$ cat src/rtl/tff_toggle_seq.sv
// Toggle sequencer for a single T flip-flop: issues N single-cycle t pulses spaced by a gap and verifies q.
// Optional q checking is enabled by defining TFF_TOGGLE_SEQ_QCHK_EN; otherwise err stays 0.
module tff_toggle_seq #(
  parameter int CNT_W = 8,
  parameter int IVL_W = 8
) (
  input  logic             clk,
  input  logic             rst,
  input  logic             start,
  input  logic [CNT_W-1:0] num_toggles,
  input  logic [IVL_W-1:0] interval,
  input  logic             abort,
  output logic             t,
  input  logic             q,
  output logic             busy,
  output logic             done,
  output logic             err,
  output logic [CNT_W-1:0] toggles_done
);

  typedef enum logic [2:0] {S_IDLE, S_GAP, S_PULSE, S_CHECK, S_DONE} state_e;

  state_e           state_q, state_d;
  logic [CNT_W-1:0] num_q, num_d;
  logic [CNT_W-1:0] cnt_q, cnt_d;
  logic [IVL_W-1:0] ivl_q, ivl_d;
  logic [IVL_W-1:0] gap_q, gap_d;
  logic             qexp_q, qexp_d;
  logic             err_q, err_d;
  logic             t_q, busy_q, done_q;
  logic             q_hit;
  logic [CNT_W-1:0] cnt_inc;

  always_comb begin
`ifdef TFF_TOGGLE_SEQ_QCHK_EN
    q_hit = (q == qexp_q);
`else
    q_hit = 1'b1;
`endif
    cnt_inc = cnt_q + 1'b1;
    state_d = state_q;
    num_d   = num_q;
    cnt_d   = cnt_q;
    ivl_d   = ivl_q;
    gap_d   = gap_q;
    qexp_d  = qexp_q;
    err_d   = err_q;
    case (state_q)
      S_IDLE: begin
        if (start) begin
          num_d  = num_toggles;
          ivl_d  = interval;
          gap_d  = interval;
          qexp_d = ~q;
          err_d  = 1'b0;
          cnt_d  = '0;
          if (num_toggles == '0)   state_d = S_DONE;
          else if (interval == '0) state_d = S_PULSE;
          else                     state_d = S_GAP;
        end
      end
      S_GAP: begin
        gap_d = gap_q - 1'b1;
        if (abort)                     state_d = S_DONE;
        else if (gap_q == IVL_W'(1))   state_d = S_PULSE;
      end
      S_PULSE: state_d = S_CHECK;
      S_CHECK: begin
        if (!q_hit) begin
          err_d   = 1'b1;
          state_d = S_DONE;
        end else begin
          cnt_d  = cnt_inc;
          qexp_d = ~qexp_q;
          // Final count and abort in the same cycle both land in one DONE.
          if (cnt_inc == num_q || abort) state_d = S_DONE;
          else if (ivl_q == '0)          state_d = S_PULSE;
          else begin
            state_d = S_GAP;
            gap_d   = ivl_q;
          end
        end
      end
      S_DONE:  state_d = S_IDLE;
      default: state_d = S_IDLE;
    endcase
  end

  always_ff @(posedge clk or negedge rst) begin
    if (!rst) begin
      state_q <= S_IDLE;
      num_q   <= '0;
      cnt_q   <= '0;
      ivl_q   <= '0;
      gap_q   <= '0;
      qexp_q  <= 1'b0;
      err_q   <= 1'b0;
      t_q     <= 1'b0;
      busy_q  <= 1'b0;
      done_q  <= 1'b0;
    end else begin
      state_q <= state_d;
      num_q   <= num_d;
      cnt_q   <= cnt_d;
      ivl_q   <= ivl_d;
      gap_q   <= gap_d;
      qexp_q  <= qexp_d;
      err_q   <= err_d;
      // Outputs are registered from the next state so they line up with the state they decode.
      t_q     <= (state_d == S_PULSE);
      busy_q  <= (state_d != S_IDLE);
      done_q  <= (state_d == S_DONE);
    end
  end

  assign t            = t_q;
  assign busy         = busy_q;
  assign done         = done_q;
  assign err          = err_q;
  assign toggles_done = cnt_q;

endmodule

$ cat config.mk
export PLATFORM = sky130hd
export DESIGN_NAME = tff_toggle_seq
export DESIGN_NICKNAME = d
export VERILOG_FILES = /design/src/rtl/tff_toggle_seq.sv
export SDC_FILE = /design/constraint.sdc
export NUM_CORES = 1
export LEC_CHECK = 0
export BUFFER_PORTS_ARGS = -buffer_cell sky130_fd_sc_hd__clkbuf_2
export CORE_UTILIZATION = 60
export CTS_BUF_LIST = sky130_fd_sc_hd__clkbuf_2 sky130_fd_sc_hd__clkbuf_4 sky130_fd_sc_hd__clkbuf_8
export DETAILED_ROUTE_END_ITERATION = 10
export PLACE_DENSITY = 0.93
export SLEW_MARGIN = 20
export SYNTH_ARGS = -nofsm -noshare
export SYNTH_HDL_FRONTEND = slang
export SYNTH_SLANG_ARGS = --single-unit
$ cat constraint.sdc
create_clock -name clk -period 3.7 [get_ports clk]
set_input_delay 0.185 -clock clk [delete_from_list [all_inputs] [get_ports clk]]
set_output_delay 0.185 -clock clk [all_outputs]
set_load 0.01 [all_outputs]
==> impl_metrics.yaml <==
routing:
  drtAntennaViolNets: 0
  via_per_inst: 6.57
  post_drt_wl_per_cell_um: 16.7
  drt_iter0_drc: 239
  routed_wl_um: 6070
  drc_errors: 0
  dr_total_vias: 2391
  dr.pass1.iters: 5
floorplan:
  die_h_um: 65.5
  die_area_um2: 4300
  die_w_um: 65.5
  core_region_area_um2: 3770
  pin_count: 33
  initial_utilization_pct: 64.2
  row_count: 22
global_route:
  grt_pass1_vias: 2088
  grt_overflow: 0
  gr-usage-met2_pct: 46.3
  use_met1_pct: 44.4
  grt_max_degree: 39
  grt_usage_pct: 30.7
  antenna_found_initial: 0
  grt_busiest_layer: "met2"
  grt_pass1_wl_um: 9890
  use_met3_pct: 6.25
clock_network:
  cts_root_buffer: "clkbuf_8"
  cts_sinks: 38
  clk_pin_slew_worst_paths_ns: 0.08
  cts_resized: 0
  h-tree-depth: 2
  cts_buffer_depth: 2
  cts_made_buffers: 5
  clk_latency_ns: 0.29
  post_cts_buffers: 0
  tritoncts: "done"
  hold_buffers: 0
yosys:
  yosys_warnings: 0
  netlist_instances: 296
  synth_area_leaders: "dfrtp_1, nand2_1, o21ai_0, nor2_1, xnor2_1"
  synth_edf_count: 0
  seq_area_frac_synth_pct: 39.3
  yosysTopAreaCell: "dfrtp_1"
  synthTopCellsByCount: "nand2_1, dfrtp_1, nor2_1, o21ai_0, clkbuf_1"
  synth.distinct_cells: 53
  async_flop_share_pct: 100
  synth_area_um2: 2420
  synthMostInstantiatedCell: "nand2_1"
  synth_top_area_share_pct: 39.3
  ys_ff_latch: 38
  synth_top_flop_cell: "dfrtp_1"
  syn_area_per_cell_um2: 8.18
  synth_fp_nets: 320
layout:
  final_nets: 339
  antenna_cells: 0
  fillers: 270
  utilization_pct: 70.3
  drive_above_1_share_pct: 14.2
  area_growth_pct: 9.45
  fin_area_um2: 2650
hold_path:
  min_path_type: "primary input to async pin"
timing:
  tns_ns: 0
  fin_ws_ns: 1.19
  finalCritPeriodShare_pct: 67.7
  finalSetupViolCount: 0
  max_freq_ghz: 0.399
  slew-limit-headroom_pct: 37.2
  hold_violations: 0
  tightest_slew_ns: 0.942
  period_needed_ns: 2.51
  hold_slack_ns: 0.0262
  maxSlewViolCount: 0
  skew_ns: 0.00396
  rsz0062_at_grt: "false"
place:
  placed_area_um2: 2560
  post-place-ws_ns: 1.28
  hpwlAfterDp_um: 4230
  routabilityCongestion: 0.976
  io_buffers: 30
critical_path:
  critPathLaunch: "ivl_q[2]"
  critPathLaunchType: "flop"
  r2r-start: "ivl_q[2]"
  required_ns: 3.91
  crit_fanout: 11
  critPathArrivalTime_ns: 2.72
  crit_type: "flop to flop"
  reg2reg_slack_ns: 1.19
  crit_path_end_kind: "flop"
run:
  maxCapViolations: 0
pwr:
  vdd_ir_drop_max_v: 0.000484
  powerDensity_nw_per_um2: 751
  p_leak_nw: 1.19
run_status:
  outcome: "completed"
-- worst paths after layout --
kind | end | cells after the start
max reg2reg | gap_q[0] | 6
min | num_q[7] | 1
min reg2reg | num_q[1] | 2
max in group asynchronous | num_q[1] | 1
min in group clk | num_q[3] | 3
max | gap_q[0] | 6
-- final cells by class --
cell class	count	area, um^2	area share [%]
sequential	38	951	35.9
multi-input combinational	235	1370	51.8
inverter	4	15.0	0.566
clock buffer	6	82.6	3.11
tap	48	60.1	2.27
clock inverter	2	12.5	0.472
timing repair buffer	31	158	5.95
-- registers in the layout (all words and copies together) (netlist names) --
signal	flops
busy	1
done	1
gap_q	8
ivl_q	8
num_q	8
state_q	3
t	1
toggles_done	8
-- report_power, final --
group	internal (mW)	switching, mW	total (mW)
combinational	0.366	0.575	0.941
sequential	0.570	0.178	0.748
clock	0.150	0.151	0.301
-- per-stage QoR --
| step | std cells | power (mW) |
|---|---|---|
| finish | 364 | 1.99 |
| floorplan | 296 | 1.43 |
| global placement | 356 | 1.62 |
| CTS | 364 | 1.97 |
| global route | 364 | 2.12 |
| detailed placement | 356 | 1.66 |
-- metal layers --
layer / vias up / routed length [um]
met4: 0 / 92
met1: 1120 / 2540
met2: 143 / 2830
li1: 1115 / -
met5: - / 0
met3: 13 / 602
-- logic make-up (layout without fill, tap and decap cells) --
kind of cell | after synthesis | after routing | synth area share (%)
mux | 1 | 1 | 0.413
simple gates | 147 | 147 | 29.4
fa+ha+maj | 3 | 3 | 1.55
other cells | 1 | 1 | 0.155
compound gates | 69 | 69 | 20.0
xor+xnor | 14 | 14 | 5.06
flops | 38 | 38 | 39.3
buf+inv | 23 | 43 | 4.08
-- placed cells by master (no fill, tap or decap), types with 3 or more instances in the layout --
cell type	synthesis	layout
nand3_1	6	6
a2111oi_0	5	5
a22o_1	3	3
nor2_1	22	22
xnor2_1	8	8
o221ai_1	4	4
nor3_1	13	13
or3_1	6	6
nor3b_1	3	3
a21oi_1	11	11
dfrtp_1	38	38
o21ai_0	17	17
xor2_1	6	6
clkbuf_8	0	6
inv_1	4	4
a31oi_1	3	3
ha_1	3	3
nor4_1	11	11
nand2_1	68	68
nor2b_1	3	3
o211ai_1	4	4
clkbuf_2	0	30
-- critical path, stage by stage (launching register included) --
cell	delay, ns
dfrtp_1	0.40
nor4_1	0.52
nand3_1	0.18
a21oi_1	0.73
nor3_1	0.12
a311o_1	0.34
nor3_1	0.13
Note: power is estimated with default switching activity, not from simulation.
